<file path="config.mk">
export PLATFORM = sky130hd
export DESIGN_NAME = interface_hcsr04_flat
export DESIGN_NICKNAME = d
export VERILOG_FILES = /design/src/rtl/interface_hcsr04_if.sv /design/src/rtl/interface_hcsr04.sv /design/src/flat_wrapper.sv
export SDC_FILE = /design/constraint.sdc
export NUM_CORES = 1
export LEC_CHECK = 0
export BUFFER_PORTS_ARGS = -buffer_cell sky130_fd_sc_hd__buf_2
export CELL_PAD_IN_SITES_DETAIL_PLACEMENT = 1
export CELL_PAD_IN_SITES_GLOBAL_PLACEMENT = 1
export CORE_MARGIN = 4
export CORE_UTILIZATION = 48
export DETAILED_ROUTE_END_ITERATION = 8
export PLACE_DENSITY = 0.91
export SETUP_SLACK_MARGIN = 0.2
export SYNTH_ARGS = -nofsm -noshare
export SYNTH_HDL_FRONTEND = slang
export SYNTH_SLANG_ARGS = --single-unit
</file>
<file path="constraint.sdc">
create_clock -name clock -period 3.05 [get_ports clock]
set_clock_uncertainty 0.2 [all_clocks]
set_input_delay 0.61 -clock clock [delete_from_list [all_inputs] [get_ports clock]]
set_output_delay 0.61 -clock clock [all_outputs]
set_load 0.02 [all_outputs]
</file>
<file path="src/rtl/interface_hcsr04_if.sv">
// Signal bundle between the HC-SR04 front-end and its controller.
//   medir     : measurement request (level), from the controller
//   echo      : raw sensor echo (asynchronous)
//   trigger   : sensor trigger pulse
//   medida    : 3-digit BCD distance in cm ([11:8] hundreds .. [3:0] units)
//   pronto    : one-cycle completion strobe
//   erro      : 1 = last measurement timed out
//   db_estado : current FSM state code, debug only
// slave is the front-end side, master is the controller/sensor side.
interface interface_hcsr04_if;
   logic        medir;
   logic        echo;
   logic        trigger;
   logic [11:0] medida;
   logic        pronto;
   logic        erro;
   logic [2:0]  db_estado;

   modport master (output medir, echo,
                   input  trigger, medida, pronto, erro, db_estado);
   modport slave  (input  medir, echo,
                   output trigger, medida, pronto, erro, db_estado);
endinterface

</file>
<file path="src/rtl/interface_hcsr04.sv">
// HC-SR04 measurement front-end: on request fires the trigger pulse, times
// the echo high width and converts it to whole centimetres (3 BCD digits,
// rounded to nearest), flagging a timeout when no usable echo arrives.
// Ports:
//   clock : system clock, rising edge
//   reset : asynchronous, active-high
//   bus   : interface_hcsr04_if.slave (medir, echo in; trigger, medida,
//           pronto, erro, db_estado out)
module interface_hcsr04 #(
   parameter int TRIGGER_CYCLES = 500,
   parameter int CYCLES_PER_CM  = 2941,
   parameter int ECHO_TIMEOUT   = 3000000
) (
   input  logic                 clock,
   input  logic                 reset,
   interface_hcsr04_if.slave    bus
);

   localparam int TW = $clog2(TRIGGER_CYCLES + 1);
   localparam int RW = $clog2(CYCLES_PER_CM + 1);
   localparam int OW = $clog2(ECHO_TIMEOUT + 1);

   localparam logic [TW-1:0] TRIG_LAST = TW'(TRIGGER_CYCLES - 1);
   localparam logic [RW-1:0] RES_LAST  = RW'(CYCLES_PER_CM - 1);
   localparam logic [RW-1:0] RES_HALF  = RW'(CYCLES_PER_CM / 2);
   // Waiting for the rise: last espera cycle is chosen so pronto lands
   // exactly ECHO_TIMEOUT cycles after entering espera (falha + final follow).
   localparam logic [OW-1:0] WAIT_LAST = OW'(ECHO_TIMEOUT - 2);
   localparam logic [OW-1:0] HIGH_LAST = OW'(ECHO_TIMEOUT - 1);

   typedef enum logic [2:0] {
      INICIAL       = 3'd0,
      PREPARACAO    = 3'd1,
      ENVIA_TRIGGER = 3'd2,
      ESPERA_ECHO   = 3'd3,
      MEDE          = 3'd4,
      ARREDONDA     = 3'd5,
      FALHA         = 3'd6,
      FINAL         = 3'd7
   } state_t;

   state_t        state;
   logic          echo_m, echo_s;
   logic [TW-1:0] trig_cnt;
   logic [RW-1:0] res_cnt;
   logic [OW-1:0] to_cnt;
   logic [11:0]   acc;
   logic          stuck;

   // BCD +1 with ripple carry, saturating at 999.
   function automatic logic [11:0] bcd_inc(input logic [11:0] v);
      logic [11:0] r;
      r = v;
      if (v != 12'h999) begin
         if (v[3:0] != 4'd9) r[3:0] = v[3:0] + 4'd1;
         else begin
            r[3:0] = 4'd0;
            if (v[7:4] != 4'd9) r[7:4] = v[7:4] + 4'd1;
            else begin
               r[7:4]  = 4'd0;
               r[11:8] = v[11:8] + 4'd1;
            end
         end
      end
      return r;
   endfunction

   always_ff @(posedge clock or posedge reset) begin
      if (reset) begin
         echo_m <= 1'b0;
         echo_s <= 1'b0;
      end else begin
         echo_m <= bus.echo;
         echo_s <= echo_m;
      end
   end

   always_ff @(posedge clock or posedge reset) begin
      if (reset) begin
         state       <= INICIAL;
         trig_cnt    <= '0;
         res_cnt     <= '0;
         to_cnt      <= '0;
         acc         <= 12'h000;
         stuck       <= 1'b0;
         bus.trigger <= 1'b0;
         bus.pronto  <= 1'b0;
         bus.erro    <= 1'b0;
         bus.medida  <= 12'h000;
      end else begin
         bus.pronto <= 1'b0;
         case (state)
            INICIAL: if (bus.medir) state <= PREPARACAO;
            PREPARACAO: begin
               trig_cnt    <= '0;
               res_cnt     <= '0;
               to_cnt      <= '0;
               acc         <= 12'h000;
               stuck       <= 1'b0;
               bus.trigger <= 1'b1;
               state       <= ENVIA_TRIGGER;
            end
            ENVIA_TRIGGER: begin
               if (trig_cnt == TRIG_LAST) begin
                  bus.trigger <= 1'b0;
                  state       <= ESPERA_ECHO;
               end else trig_cnt <= trig_cnt + 1'b1;
            end
            ESPERA_ECHO: begin
               if (echo_s) begin
                  // The rise cycle is the first echo-high cycle: count it.
                  if (res_cnt == RES_LAST) begin
                     res_cnt <= '0;
                     acc     <= bcd_inc(acc);
                  end else res_cnt <= res_cnt + 1'b1;
                  to_cnt <= '0;
                  state  <= MEDE;
               end else begin
                  if (to_cnt == WAIT_LAST) state <= FALHA;
                  to_cnt <= to_cnt + 1'b1;
               end
            end
            MEDE: begin
               if (!echo_s) state <= ARREDONDA;
               else begin
                  if (res_cnt == RES_LAST) begin
                     res_cnt <= '0;
                     acc     <= bcd_inc(acc);
                  end else res_cnt <= res_cnt + 1'b1;
                  if (to_cnt == HIGH_LAST) begin
                     stuck <= 1'b1;
                     state <= FALHA;
                  end
                  to_cnt <= to_cnt + 1'b1;
               end
            end
            ARREDONDA: begin
               bus.medida <= (res_cnt >= RES_HALF) ? bcd_inc(acc) : acc;
               bus.erro   <= 1'b0;
               bus.pronto <= 1'b1;
               state      <= FINAL;
            end
            FALHA: begin
               bus.erro <= 1'b1;
               // No echo: keep the last good reading. Stuck echo: report max.
               if (stuck) bus.medida <= 12'h999;
               bus.pronto <= 1'b1;
               state      <= FINAL;
            end
            FINAL: state <= INICIAL;
            default: state <= INICIAL;
         endcase
      end
   end

   assign bus.db_estado = state;

endmodule

</file>
<file path="src/flat_wrapper.sv">
// flat-port wrapper written by rule: the top's interface ports become plain ports
module interface_hcsr04_flat 
#(
   parameter int TRIGGER_CYCLES = 500,
   parameter int CYCLES_PER_CM  = 2941,
   parameter int ECHO_TIMEOUT   = 3000000
)
  (clock, reset, bus_medir, bus_echo, bus_trigger, bus_medida, bus_pronto, bus_erro, bus_db_estado);
  interface_hcsr04_if bus_i ();
  input  logic clock;
  input  logic reset;
  input wire logic [$bits(bus_i.medir)-1:0] bus_medir;
  input wire logic [$bits(bus_i.echo)-1:0] bus_echo;
  output wire logic [$bits(bus_i.trigger)-1:0] bus_trigger;
  output wire logic [$bits(bus_i.medida)-1:0] bus_medida;
  output wire logic [$bits(bus_i.pronto)-1:0] bus_pronto;
  output wire logic [$bits(bus_i.erro)-1:0] bus_erro;
  output wire logic [$bits(bus_i.db_estado)-1:0] bus_db_estado;
  assign bus_i.medir = bus_medir;
  assign bus_i.echo = bus_echo;
  assign bus_trigger = bus_i.trigger;
  assign bus_medida = bus_i.medida;
  assign bus_pronto = bus_i.pronto;
  assign bus_erro = bus_i.erro;
  assign bus_db_estado = bus_i.db_estado;
  interface_hcsr04 #(.TRIGGER_CYCLES(TRIGGER_CYCLES), .CYCLES_PER_CM(CYCLES_PER_CM), .ECHO_TIMEOUT(ECHO_TIMEOUT)) u_core (.clock(clock), .reset(reset), .bus(bus_i));
endmodule
</file>
; Word-level counts from Yosys, hierarchy flattened
; Index checks and enable logic that the tools add are counted.
[op_classes]
add_sub_neg = 6
n_mul = 0
div = 0
n_lt_le_gt_ge = 1
n_eq_ne = 24
n_shift = 0
n_mux = 33
bitwise_logic = 0
reduce_logical = 16
[ops]
columns = cell, n
row1 = $mux W12, 7
row2 = $pmux W12 S2, 3
row3 = $pmux W22 S3, 1
row4 = $eq A22 B22 Y1 const B, 2
row5 = $mux W22, 2
row6 = $add A22 B1 Y22 const B, 1
row7 = $pmux W3 S7, 1
row8 = $mux W3, 6
row9 = $pmux W9 S2, 1
row10 = $add A12 B1 Y12 const B, 1
row11 = $add A4 B1 Y4 const B, 3
row12 = $eq A12 B12 Y1 const B, 1
row13 = $eq A3 B3 Y1 const B, 4
row14 = $ge A12 B11 Y1 const B, 1
row15 = $mux W4, 3
row16 = $ne A12 B12 Y1 const B, 1
row17 = $ne A2 B1 Y1 const B, 6
row18 = $reduce_and A2 Y1, 5
row19 = $add A9 B1 Y9 const B, 1
row20 = $eq A9 B9 Y1 const B, 1
row21 = $mux W9, 1
row22 = $mux W8, 1
row23 = $ne A4 B4 Y1 const B, 2
row24 = $reduce_bool A2 Y1, 4
row25 = 12 further kinds, 21
[word_totals]
register_bits = 76
latch_bits = 0
ram_bits = 0
romBits = 0
out_inout_bits = 18
n_memories = 0

; Logic depth before layout (Yosys ltp)
; Gate-level depths: netlist (run 1).
[logic_depth]
depth_word = 7
mapped_depth = 8
depth_no_buf = 7

; Worst setup path before layout (run 1)
; No wires, ideal clock.
[synth_path]
path_kind = register to register
from = reg u_core.res_cnt[0]
to = reg u_core.bus.medida[10]
t_arrival_ns = 1.932
path_slack_ns = 0.797
stages_incl_launch_ff = 9
synth_period_minus_slack_ns = 2.253
cell_sequence = dfrtp_1 inv_1 ha_1 or2_0 a2111o_1 and2_4 buf_6 o21a_1 a22o_1
[synth_via]
elab_chain_cells = 3
[synth_lines]
columns = item, line_no
row1 = "start, declared", interface_hcsr04.sv:45  ; logic [RW-1:0] res_cnt;
row2 = "start signal, assigned", interface_hcsr04.sv:115  ; end else res_cnt <= res_cnt + 1'b1;
row3 = "start signal, assigned", interface_hcsr04.sv:129  ; end else res_cnt <= res_cnt + 1'b1;
row4 = $ge A12 B11 Y1, interface_hcsr04.sv:138  ; bus.medida <= (res_cnt >= RES_HALF) ? bcd_inc(acc) : acc;
row5 = $mux W12, interface_hcsr04.sv:138
row6 = $pmux W12 S2, interface_hcsr04.sv:92  ; case (state)
row7 = "end signal, assigned", interface_hcsr04.sv:138
row8 = "end, declared", interface_hcsr04_if.sv:22  ; output trigger, medida, pronto, erro, db_estado);
; No other way between the ends.
; A chain may end at the register's enable or synchronous reset.

; Worst setup path in the final report (run 1)
[layout_path]
from = reg u_core.state[1] (netlist: u_core.bus.db_estado[1])
to = reg u_core.acc[7]
[layout_via]
elab_chain_cells = 4
word_cells_on_any_way = 9
[layout_lines]
columns = item, line_no
row1 = "start, declared", interface_hcsr04.sv:42  ; state_t state;
row2 = "start signal, assigned", interface_hcsr04.sv:80  ; state <= INICIAL;
row3 = "start signal, assigned", interface_hcsr04.sv:93  ; INICIAL: if (bus.medir) state <= PREPARACAO;
row4 = "start signal, assigned", interface_hcsr04.sv:101  ; state <= ENVIA_TRIGGER;
row5 = $eq A3 B2 Y1 / $eq A3 B3 Y1 (equally long branches), interface_hcsr04.sv:92
row6 = $reduce_or A2 Y1 (no source line), --
row7 = $ne A2 B1 Y1 (no source line) / $reduce_bool A2 Y1 (equally long branches), --
row8 = $reduce_and A3 Y1 (no source line), --
row9 = "end signal, assigned", interface_hcsr04.sv:114  ; acc <= bcd_inc(acc);
row10 = "end signal, assigned", interface_hcsr04.sv:128  ; acc <= bcd_inc(acc);
row11 = "end, declared", interface_hcsr04.sv:47  ; logic [11:0] acc;
; Parallel ways exist; a longest one is shown, timed or not.

==> reports/qor.log, run 1 <==
[pwr] Lkg Pwr 2.15 nW
[synth] sequential fraction of the synthesis area 45.4%
[synth] cell taking the most area after synthesis sky130_fd_sc_hd__dfrtp_1
[synth] primary flip-flop cell chosen by synthesis mapping sky130_fd_sc_hd__dfrtp_1
[global_route] initial antenna violation count 0
[synth] number of nets produced by synthesis 466
[cts] clock-pin slew on the worst setup and hold paths 0.08 ns
[timing] Hold Vio Cnt, Final 0
[timing] min Tclk post-route 2.50 ns
[die] initial standard-cell utilization of the core 50.3%
[drt] Total Routed Length 10600 um
[pwr] pwr/cell area 677 nW/um^2
[synth] Yosys warning count 0
[job] Max Cap Violations 0
[drt] overall via count from detail_route 3509
[placed_design] # placed instances 564
[cts] Num Clock Sinks 76
[timing] final total negative setup slack 0 ns
[synth] number of library cell types mapped by synthesis 61
[layout] fraction of final layout cells sized beyond drive strength 1 12.0%
[cts] Clock Path Buffers 2
[die] Top Ports 22
[critical_path] CP Class reg2reg
[cts] number of hold buffers added after cts 0
[placed_design] Port Buffer Count 21
[layout] Non-Filler Cell Area, Final 4640 um^2
[cts] clock buffers created by TritonCTS 9
[synth] library cell with the highest instance count after synthesis sky130_fd_sc_hd__dfrtp_1
[synth] number of synthesized register bits 76
[timing] normalized max-slew margin 57.6%
[cts] root buffer cell sky130_fd_sc_hd__clkbuf_8
[drt] total DRC errors in the routed layout 0
[cts] cts repair resizes 0
[timing] slew at the pin closest to its max-slew limit 0.630 ns
[cts] Setup Fix Bufs, Post-CTS 0
[critical_path] FF-to-FF Start u_core.bus.db_estado[1]$_DFFE_PP0P_
[global_route] overall overflow remaining after global route 0
[synth] netlist area before placement 4190 um^2
[pwr] Max rail drop VDD 0.414 mV
[synth] Async SR Flop Fraction 100%
[critical_path] cell count of the worst reg-to-reg path 6
[timing] Max Clock Freq 399 MHz
[critical_path] critical path required time 3.10 ns
[critical_path] highest fanout seen on the critical path 18
[timing] final period utilization 82.1%
[synth] Gate Count Post-Synth 450
[placed_design] placed inst area 4400 um^2
[die] Die Span X 101 um
[synth] post-synthesis average cell area 9.32 um^2
[drt] post-detailed-route via-to-cell ratio 6.05
[die] total core area 8340 um^2
[hold_path] Worst Hold Class in2async
[layout] Filler Cell Count 988
[synth] Synth top area share 45.4%
[placed_design] final estimated routing congestion in global placement 0.838
[global_route] largest net degree at the start of global routing 54
[layout] total number of nets in the final design 486
[global_route] total track usage 22.9%
[timing] final setup violating endpoints 0
[critical_path] crit start category register
[critical_path] kind of end point of the critical path register
[critical_path] critical path data arrival time 2.56 ns
[die] area of the die 10300 um^2
[drt] Detail Route Antenna Nets 0
[timing] final-report max-slew violation count 0
[global_route] number of global-route vias before repair 3744
[critical_path] capturing instance or port of the critical path u_core.acc[7]$_DFFE_PP0P_
[drt] Initial DRT Pass Iterations 4
[timing] unrepaired setup endpoints after global routing false
[drt] drt wl/cell 18.3 um
[critical_path] endpoint of the most critical register-to-register path u_core.acc[7]$_DFFE_PP0P_
[layout] antenna diode instance count 0
[synth] Post-synth top cells sky130_fd_sc_hd__dfrtp_1, sky130_fd_sc_hd__nor2_1, sky130_fd_sc_hd__nand2_1, sky130_fd_sc_hd__xor2_1, sky130_fd_sc_hd__nand3_1
[placed_design] half-perimeter wire length after placement 7150 um
[outcome] status completed
[critical_path] beginning of the critical path u_core.bus.db_estado[1]$_DFFE_PP0P_
[synth] number of enable flip-flop cells after synthesis 0
[cts] TritonCTS clock tree built
[cts] H-tree depth 3
[cts] Worst-Skew Late Latency 0.36 ns
[die] floorplan die height 101 um
[layout] Layout area overhead 10.7%
[global_route] wire length of the first global-routing pass 18700 um
[critical_path] R2R Setup Slk 0.55 ns
[drt] 1st-iter DRT viols 160
[layout] Final Non-Filler Cells 580
[synth] Synth area leaders sky130_fd_sc_hd__dfrtp_1, sky130_fd_sc_hd__xor2_1, sky130_fd_sc_hd__nor2_1
[die] placement row count 33
power by group:
| part | switching [mW] | internal (mW) | total, mW |
|---|---|---|---|
| combinational | 0.571 | 0.314 | 0.885 |
| sequential | 0.173 | 1.14 | 1.32 |
| clock | 0.396 | 0.545 | 0.942 |
kinds of logic after synthesis:
family,share of synthesized area [%]
XOR/XNOR,7.94
flip-flops,45.4
adder cells (fa/ha/maj),3.58
AO/OA/AOI/OAI,14.4
AND/OR/NAND/NOR,23.9
buffers and inverters,3.52
multiplexers,1.25
sequential cells by signal (all words and copies together), names as in the netlist, 3 cells and up:
register              flops
u_core.acc               12
u_core.bus.db_estado      3
u_core.bus.medida        12
u_core.res_cnt           12
u_core.to_cnt            22
u_core.trig_cnt           9
area by class of cell:
| type | count | area (um^2) | share of cell area (%) |
|---|---|---|---|
| Timing Repair Buffer | 29 | 178 | 3.83 |
| Clock buffer | 10 | 128 | 2.75 |
| Tap cell | 105 | 131 | 2.83 |
| Multi-Input combinational cell | 341 | 2140 | 46.2 |
| Inverter | 13 | 48.8 | 1.05 |
| Sequential cell | 76 | 1900 | 41.0 |
| Clock inverter | 6 | 111 | 2.40 |
worst min path at each step:
| stage | from | endpoint | slack, ns | cells past startpoint |
|---|---|---|---|---|
| 2_1_floorplan | u_core.echo_m$_DFF_PP0_ | u_core.echo_s$_DFF_PP0_ | 0.13 | 0 |
| 3_3_place_gp | u_core.echo_m$_DFF_PP0_ | u_core.echo_s$_DFF_PP0_ | 0.14 | 0 |
| 3_5_place_dp | u_core.echo_m$_DFF_PP0_ | u_core.echo_s$_DFF_PP0_ | 0.15 | 0 |
| 4_1_cts | reset | u_core.trig_cnt[3]$_DFFE_PP0P_ | 0.09 | 2 |
| 5_1_grt | reset | u_core.trig_cnt[3]$_DFFE_PP0P_ | 0.12 | 2 |
| 6_report | reset | u_core.trig_cnt[3]$_DFFE_PP0P_ | 0.09 | 2 |
placed cells by master, fill, tap and decap left out, types with 4 or more instances in the layout:
cell and count:
sky130_fd_sc_hd__xor2_1 32, sky130_fd_sc_hd__nor2_1 60, sky130_fd_sc_hd__o211ai_1 4, sky130_fd_sc_hd__xnor2_1 6, sky130_fd_sc_hd__dfrtp_1 76, sky130_fd_sc_hd__a21oi_1 17
sky130_fd_sc_hd__nand4_1 14, sky130_fd_sc_hd__o22ai_1 5, sky130_fd_sc_hd__buf_4 7, sky130_fd_sc_hd__nand3_1 28, sky130_fd_sc_hd__o21ai_0 22, sky130_fd_sc_hd__a31oi_1 8
sky130_fd_sc_hd__ha_1 12, sky130_fd_sc_hd__clkbuf_8 9, sky130_fd_sc_hd__nand2_1 32, sky130_fd_sc_hd__nor3_1 6, sky130_fd_sc_hd__inv_1 12, sky130_fd_sc_hd__buf_2 21
sky130_fd_sc_hd__a21o_1 4, sky130_fd_sc_hd__nor2b_1 7, sky130_fd_sc_hd__o21a_1 4, sky130_fd_sc_hd__and4_1 4, sky130_fd_sc_hd__and3_1 11
through the flow:
| step | total power [mW] | hold WS [ns] | utilization, % | setup WS, ns |
|---|---|---|---|---|
| 6_report | 3.14 | 0.0862 | 55.7 | 0.545 |
| 5_1_grt | 3.35 | 0.119 | 55.7 | 0.359 |
| 4_1_cts | 3.17 | 0.0949 | 55.7 | 0.574 |
| 3_5_place_dp | 2.21 | 0.146 | 52.8 | 0.642 |
| 3_3_place_gp | 2.16 | 0.135 | 52.8 | 0.672 |
| 2_1_floorplan | 1.94 | 0.131 | - | 0.302 |
worst max-delay path, cell delays in order, from the launching register on:
cell                      delay (ns)
sky130_fd_sc_hd__dfrtp_1        0.67
sky130_fd_sc_hd__nor2b_1        0.44
sky130_fd_sc_hd__a21o_1         0.34
sky130_fd_sc_hd__nand3_1        0.13
sky130_fd_sc_hd__buf_4          0.23
sky130_fd_sc_hd__and3_1         0.20
sky130_fd_sc_hd__a41o_1         0.20
layer usage:
metal  wire length (um)  up-vias  track usage [%]
met3                305       20             4.27
met4                252        0             9.00
met2               5420       59             38.6
li1                   -     1652                -
met1               4610     1778             29.1
met5                  0        -                0
No activity file was read; power rests on OpenSTA's default activity.
==> run 2: changes to the inputs <==
- CORE_UTILIZATION: 48 -> 43
- PLACE_DENSITY: 0.91 -> 0.87
- clock period: 3.05 -> 2.22 ns (I/O delays scaled with it)
==> reports/qor.log, run 2 (synthesized netlist as in run 1, its figures left out) <==
[critical_path] highest fanout seen on the critical path 4 [was 18]
[critical_path] highest-delay cell along the critical path sky130_fd_sc_hd__dfrtp_1 [unchanged]
[drt] post-detailed-route via-to-cell ratio 5.88 [was 6.05]
[layout] most frequent cells in the layout sky130_fd_sc_hd__dfrtp_1, sky130_fd_sc_hd__nor2_1, sky130_fd_sc_hd__buf_4, sky130_fd_sc_hd__xor2_1, sky130_fd_sc_hd__nand2_1 [was sky130_fd_sc_hd__dfrtp_1, sky130_fd_sc_hd__nor2_1, sky130_fd_sc_hd__nand2_1, sky130_fd_sc_hd__xor2_1, sky130_fd_sc_hd__nand3_1]
[cts] H-tree depth 3 [unchanged]
[hold_path] Worst Hold Class reg2reg [was in2async]
[die] placement row count 35 [was 33]
[die] floorplan die height 107 um [was 101 um]
[cts] Clock Path Buffers 2 [unchanged]
[hold_path] hold wc startpoint u_core.echo_m$_DFF_PP0_
[drt] drt wl/cell 21.0 um [was 18.3 um]
[placed_design] half-perimeter wire length after placement 7680 um [was 7150 um]
[die] initial standard-cell utilization of the core 44.7% [was 50.3%]
[timing] min Tclk post-route 2.21 ns [was 2.50 ns]
[drt] Detail Route Antenna Nets 0 [unchanged]
[layout] most common cell after layout, fill and taps aside sky130_fd_sc_hd__dfrtp_1 [unchanged]
[pwr] Lkg Pwr 2.44 nW [was 2.15 nW]
[layout] fraction of final layout cells sized beyond drive strength 1 29.8% [was 12.0%]
[global_route] largest net degree at the start of global routing 40 [was 54]
[timing] final-layout worst hold slack 0.154 ns [was 0.0862 ns]
[layout] register with the highest flop count u_core.to_cnt [unchanged]
[critical_path] most frequent cell on the critical path sky130_fd_sc_hd__buf_6
[drt] Initial DRT Pass Iterations 4 [unchanged]
[global_route] overall overflow remaining after global route 0 [unchanged]
[outcome] status completed [unchanged]
[critical_path] crit start category register [unchanged]
[critical_path] worst stage delay on the critical path 0.42 ns [was 0.67 ns]
[critical_path] endpoint of the most critical register-to-register path u_core.bus.medida[11]$_DFFE_PP0P_ [was u_core.acc[7]$_DFFE_PP0P_]
[placed_design] Port Buffer Count 21 [unchanged]
[global_route] total track usage 22.6% [was 22.9%]
[critical_path] kind of end point of the critical path register [unchanged]
[timing] final period utilization 99.3% [was 82.1%]
[layout] number of flip-flops under the largest register name 22 [unchanged]
[die] Top Ports 22 [unchanged]
[die] Die Span X 107 um [was 101 um]
[timing] unrepaired setup endpoints after global routing true [was false]
[cts] TritonCTS clock tree built [unchanged]
[layout] antenna diode instance count 0 [unchanged]
[critical_path] FF-to-FF Start u_core.res_cnt[1]$_DFFE_PP0P_ [was u_core.bus.db_estado[1]$_DFFE_PP0P_]
[global_route] initial antenna violation count 0 [unchanged]
[pwr] pwr/cell area 870 nW/um^2 [was 677 nW/um^2]
[timing] final total negative setup slack 0 ns [unchanged]
[critical_path] critical path data arrival time 2.23 ns [was 2.56 ns]
[hold_path] number of stages on the worst hold path 0
[timing] Max Clock Freq 453 MHz [was 399 MHz]
[timing] final setup violating endpoints 0 [unchanged]
[critical_path] ordered cell list for the critical path ha_2 -> or2_1 -> a2111o_1 -> buf_6 -> buf_6 -> nand3_2 -> xor2_1 -> a21oi_1 [was nor2b_1 -> a21o_1 -> nand3_1 -> buf_4 -> and3_1 -> a41o_1]
[critical_path] CP Class reg2reg [unchanged]
[critical_path] critical path buffer and inverter count 2 [was 1]
[global_route] wire length of the first global-routing pass 20700 um [was 18700 um]
[cts] Num Clock Sinks 76 [unchanged]
[timing] normalized max-slew margin 52.2% [was 57.6%]
[timing] final-report max-slew violation count 0 [unchanged]
[drt] total DRC errors in the routed layout 0 [unchanged]
[drt] overall via count from detail_route 3875 [was 3509]
[die] total core area 9370 um^2 [was 8340 um^2]
[critical_path] R2R Setup Slk 0.01 ns [was 0.55 ns]
[layout] total number of nets in the final design 541 [was 486]
[pwr] Max rail drop VDD 0.476 mV [was 0.414 mV]
[critical_path] gate family responsible for the most delay along the worst path compound AO/OA/AOI/OAI gates [was simple AND/OR/NAND/NOR gates]
[cts] root buffer cell sky130_fd_sc_hd__clkbuf_8 [unchanged]
[cts] Worst-Skew Late Latency 0.35 ns [was 0.36 ns]
[placed_design] final estimated routing congestion in global placement 0.835 [was 0.838]
[drt] Total Routed Length 13900 um [was 10600 um]
[drt] 1st-iter DRT viols 215 [was 160]
[critical_path] critical path required time 2.25 ns [was 3.10 ns]
[cts] clock buffers created by TritonCTS 9 [unchanged]
[hold_path] sink of the worst hold path u_core.echo_s$_DFF_PP0_
[timing] Hold Vio Cnt, Final 0 [unchanged]
[layout] Layout area overhead 27.1% [was 10.7%]
[timing] slew at the pin closest to its max-slew limit 0.713 ns [was 0.630 ns]
[die] area of the die 11400 um^2 [was 10300 um^2]
[critical_path] cell count of the worst reg-to-reg path 8 [was 6]
[job] Max Cap Violations 0 [unchanged]
[global_route] number of global-route vias before repair 4094 [was 3744]
[cts] clock-pin slew on the worst setup and hold paths 0.09 ns [was 0.08 ns]
-- run 2: changes by cell type in the layout (fill, tap and decap cells not counted), moves of 3 or more --
cell,change
sky130_fd_sc_hd__buf_4,+45
sky130_fd_sc_hd__dfrtp_1,-9
sky130_fd_sc_hd__dfrtp_2,+9
sky130_fd_sc_hd__buf_6,+7
sky130_fd_sc_hd__o21ai_0,-6
sky130_fd_sc_hd__o21ai_1,+5
sky130_fd_sc_hd__nand3_1,-4
sky130_fd_sc_hd__a21oi_1,-3
sky130_fd_sc_hd__ha_1,-3
sky130_fd_sc_hd__inv_1,-3
sky130_fd_sc_hd__nor3_1,-3
-- run 2: repair_timing --
action | 4_1_cts | 5_1_grt
setup buffers | 7 | 27
endpoints found under the hold margin | 16 | 0
endpoints found under the setup margin | 27 | 56
gates resized for setup | 28 | 45
pin swaps | 11 | 18
hold buffers | 2 | 0
-- run 2: power breakdown --
group | internal, mW | switching (mW)
combinational | 0.697 | 0.992
clock | 0.584 | 0.562
sequential | 1.58 | 0.224
total | 2.86 | 1.78
-- run 2: layout make-up --
type | count | area, um^2
tap | 129 | 161
clock buffer | 11 | 151
multi-input combinational | 341 | 2370
timing repair buffer | 84 | 619
inverter | 13 | 55.1
fill | 1099 | 4040
sequential | 76 | 1910
clock inverter | 5 | 58.8
-- run 2: layer usage --
layer / vias to the layer above / wire length [um] / GRT usage, %
met5: - / 0 / 0
met2: 100 / 7320 / 39.6
met4: 0 / 527 / 7.58
li1: 1751 / - / -
met3: 41 / 543 / 4.27
met1: 1983 / 5470 / 27.9
-- run 2: through the flow --
step           util [%]  power, mW  std cells  instance area [um^2]  worst slack (ns)
2_1_floorplan         -       2.66        450                  4200            0.0244
3_3_place_gp       48.9       3.08        607                  4590             0.157
3_5_place_dp       48.9       3.16        607                  4590            0.0443
4_1_cts            53.1       4.36        632                  4970            0.0851
5_1_grt            56.9       4.89        659                  5330           -0.0979
6_report           56.9       4.64        659                  5330            0.0148
-- run 2: worst max path at each step --
stage                                             start  depth (start not counted)  slack [ns]                                end
detailed placement  u_core.bus.db_estado[0]$_DFFE_PP0P_                          5        0.04   u_core.bus.medida[9]$_DFFE_PP0P_
floorplan                 u_core.res_cnt[0]$_DFFE_PP0P_                          8        0.02  u_core.bus.medida[10]$_DFFE_PP0P_
global route                  u_core.acc[1]$_DFFE_PP0P_                          9        -0.1   u_core.bus.medida[1]$_DFFE_PP0P_
finish                    u_core.res_cnt[1]$_DFFE_PP0P_                          8        0.01  u_core.bus.medida[11]$_DFFE_PP0P_
global placement          u_core.res_cnt[0]$_DFFE_PP0P_                          7        0.16  u_core.bus.medida[10]$_DFFE_PP0P_
CTS                       u_core.res_cnt[1]$_DFFE_PP0P_                          8        0.09  u_core.bus.medida[11]$_DFFE_PP0P_
==> run 3: changes to the inputs <==
- SETUP_SLACK_MARGIN: 0.2 -> 0.15
==> reports/qor.log, run 3 (synthesized netlist as in run 1, its figures left out) <==
[placed_design] Port Buffer Count 21 [unchanged]
[critical_path] capturing instance or port of the critical path u_core.bus.medida[10]$_DFFE_PP0P_ [was u_core.bus.medida[11]$_DFFE_PP0P_]
[timing] final period utilization 99.8% [was 99.3%]
[drt] routed wire length on met2 6220 um [was 7320 um]
[timing] Hold Vio Cnt, Final 21 [was 0]
[drt] overall via count from detail_route 3677 [was 3875]
[timing] Max Clock Freq 451 MHz [was 453 MHz]
[critical_path] highest fanout seen on the critical path 9 [was 4]
[cts] clock-pin slew on the worst setup and hold paths 0.08 ns [was 0.09 ns]
[placed_design] half-perimeter wire length after placement 7620 um [was 7680 um]
[placed_design] final estimated routing congestion in global placement 0.849 [was 0.835]
[placed_design] placed inst area 4570 um^2 [was 4590 um^2]
[cts] root buffer cell sky130_fd_sc_hd__clkbuf_8 [unchanged]
[timing] min Tclk post-route 2.22 ns [was 2.21 ns]
[critical_path] worst stage delay on the critical path 0.49 ns [was 0.42 ns]
[critical_path] ordered cell list for the critical path ha_2 -> or2_0 -> a2111o_1 -> and2_4 -> o21a_1 -> a22o_1 [was ha_2 -> or2_1 -> a2111o_1 -> buf_6 -> buf_6 -> nand3_2 -> xor2_1 -> a21oi_1]
[cts] clock buffers created by TritonCTS 9 [unchanged]
[timing] worst setup margin 0.00354 ns [was 0.0148 ns]
[critical_path] endpoint of the most critical register-to-register path u_core.bus.medida[10]$_DFFE_PP0P_ [was u_core.bus.medida[11]$_DFFE_PP0P_]
[cts] H-tree depth 3 [unchanged]
[global_route] wire length of the first global-routing pass 19500 um [was 20700 um]
[critical_path] CP Class reg2reg [unchanged]
[global_route] largest net degree at the start of global routing 77 [was 40]
[critical_path] critical path data arrival time 2.26 ns [was 2.23 ns]
[drt] Total Routed Length 12100 um [was 13900 um]
[timing] final-layout worst hold slack -0.0385 ns [was 0.154 ns]
[hold_path] Worst Hold Class in2async [was reg2reg]
[cts] TritonCTS clock tree built [unchanged]
[drt] Initial DRT Pass Iterations 4 [unchanged]
[layout] most frequent cells in the layout sky130_fd_sc_hd__dfrtp_1, sky130_fd_sc_hd__nor2_1, sky130_fd_sc_hd__buf_4, sky130_fd_sc_hd__xor2_1, sky130_fd_sc_hd__nand2_1 [unchanged]
[drt] routed wl met3 340 um [was 543 um]
[drt] post-detailed-route via-to-cell ratio 5.78 [was 5.88]
[placed_design] Post-Place Setup Slack 0.0846 ns [was 0.0443 ns]
[timing] final setup violating endpoints 0 [unchanged]
[layout] Final Non-Filler Cells 636 [was 659]
[timing] final-report max-slew violation count 0 [unchanged]
[layout] Layout area overhead 19.6% [was 27.1%]
[layout] register with the highest flop count u_core.to_cnt [unchanged]
[die] area of the die 11400 um^2 [unchanged]
[die] total core area 9370 um^2 [unchanged]
[layout] total number of nets in the final design 518 [was 541]
[timing] unrepaired setup endpoints after global routing true [unchanged]
[critical_path] R2R Setup Slk 0.004 ns [was 0.01 ns]
[pwr] Max rail drop VDD 0.443 mV [was 0.476 mV]
[drt] top routing layer used met4 [unchanged]
[critical_path] cell count of the worst reg-to-reg path 6 [was 8]
[critical_path] highest-delay cell along the critical path sky130_fd_sc_hd__a2111o_1 [was sky130_fd_sc_hd__dfrtp_1]
[critical_path] beginning of the critical path u_core.res_cnt[1]$_DFFE_PP0P_ [unchanged]
[timing] normalized max-slew margin 69.0% [was 52.2%]
[layout] antenna diode instance count 0 [unchanged]
[drt] 1st-iter DRT viols 144 [was 215]
[layout] share of the core filled with cells 53.5% [was 56.9%]
[placed_design] # placed instances 606 [was 607]
[pwr] Final Power 4.48 mW [was 4.64 mW]
[cts] Num Clock Sinks 76 [unchanged]
[timing] final total negative setup slack 0 ns [unchanged]
[drt] drt wl/cell 19.0 um [was 21.0 um]
[layout] most common cell after layout, fill and taps aside sky130_fd_sc_hd__dfrtp_1 [unchanged]
[die] Top Ports 22 [unchanged]
[global_route] number of global-route vias before repair 3958 [was 4094]
[global_route] total track usage 21.2% [was 22.6%]
[layout] Filler Cell Count 1085 [was 1099]
[critical_path] crit start category register [unchanged]
[die] Die Span X 107 um [unchanged]
[die] floorplan die height 107 um [unchanged]
[outcome] status complete, but fails checks [was completed]
[pwr] Lkg Pwr 2.30 nW [was 2.44 nW]
[pwr] pwr/cell area 893 nW/um^2 [was 870 nW/um^2]
[cts] Worst-Skew Late Latency 0.36 ns [was 0.35 ns]
[global_route] initial antenna violation count 0 [unchanged]
[timing] slew at the pin closest to its max-slew limit 0.461 ns [was 0.713 ns]
[die] initial standard-cell utilization of the core 44.7% [unchanged]
[outcome] violations in the final reports hold timing
[global_route] overall overflow remaining after global route 0 [unchanged]
[drt] total DRC errors in the routed layout 0 [unchanged]
[drt] length of routed wiring on met1 5230 um [was 5470 um]
[critical_path] FF-to-FF Start u_core.res_cnt[1]$_DFFE_PP0P_ [unchanged]
[layout] number of flip-flops under the largest register name 22 [unchanged]
[critical_path] critical path required time 2.27 ns [was 2.25 ns]
[job] Max Cap Violations 0 [unchanged]
[layout] Non-Filler Cell Area, Final 5020 um^2 [was 5330 um^2]
[cts] Clock Path Buffers 2 [unchanged]
[layout] fraction of final layout cells sized beyond drive strength 1 22.7% [was 29.8%]
[drt] Detail Route Antenna Nets 0 [unchanged]
[die] placement row count 35 [unchanged]
[critical_path] kind of end point of the critical path register [unchanged]
## run 3: worst min path at each step
| stage | startpoint | end | slack [ns] | depth (start not counted) |
|---|---|---|---|---|
| 5_1_grt | reset | u_core.acc[1]$_DFFE_PP0P_ | 0.03 | 3 |
| 4_1_cts | reset | u_core.bus.erro$_DFFE_PP0P_ | 0.02 | 3 |
| 6_report | reset | u_core.trig_cnt[1]$_DFFE_PP0P_ | -0.04 | 3 |
| 3_5_place_dp | u_core.echo_m$_DFF_PP0_ | u_core.echo_s$_DFF_PP0_ | 0.14 | 0 |
| 2_1_floorplan | u_core.echo_m$_DFF_PP0_ | u_core.echo_s$_DFF_PP0_ | 0.13 | 0 |
| 3_3_place_gp | u_core.echo_m$_DFF_PP0_ | u_core.echo_s$_DFF_PP0_ | 0.13 | 0 |
## run 3: what timing repair did
action / in CTS / in global routing
hold buffers: 1 / 0
endpoints found under the setup margin: 12 / 53
buffers inserted: 2 / 11
pin swaps: 0 / 3
hold endpoints to repair: 1 / 0
resized for setup: 5 / 30
## run 3: report_power, final
part | switching (mW) | leakage, nW | internal (mW)
Combinational | 0.904 | 1.18 | 0.581
Clock | 0.541 | 0.107 | 0.664
Sequential | 0.210 | 1.02 | 1.58
## run 3: worst max-delay path: cells and delay by family, from the launching register on
family | cells | cell delay, ns
DFF | 1 | 0.42
and+or+nand+nor | 2 | 0.44
adders and majority gates | 1 | 0.18
AOI/OAI and AO/OA | 3 | 0.87
## run 3: metal layers
metal,up-vias,track usage (%)
met5,-,0
met3,24,3.25
li1,1709,-
met4,0,7.31
met2,75,36.9
met1,1869,26.6
## run 3: final cells by class
class / count / area [um^2] / area share [%]
repair buffers: 61 / 428 / 8.53
multi-input cells: 341 / 2240 / 44.7
inverters: 13 / 52.6 / 1.05
clock inverters: 4 / 72.6 / 1.45
well taps: 129 / 161 / 3.22
clock buffers: 12 / 145 / 2.89
flip-flops and latches: 76 / 1910 / 38.1
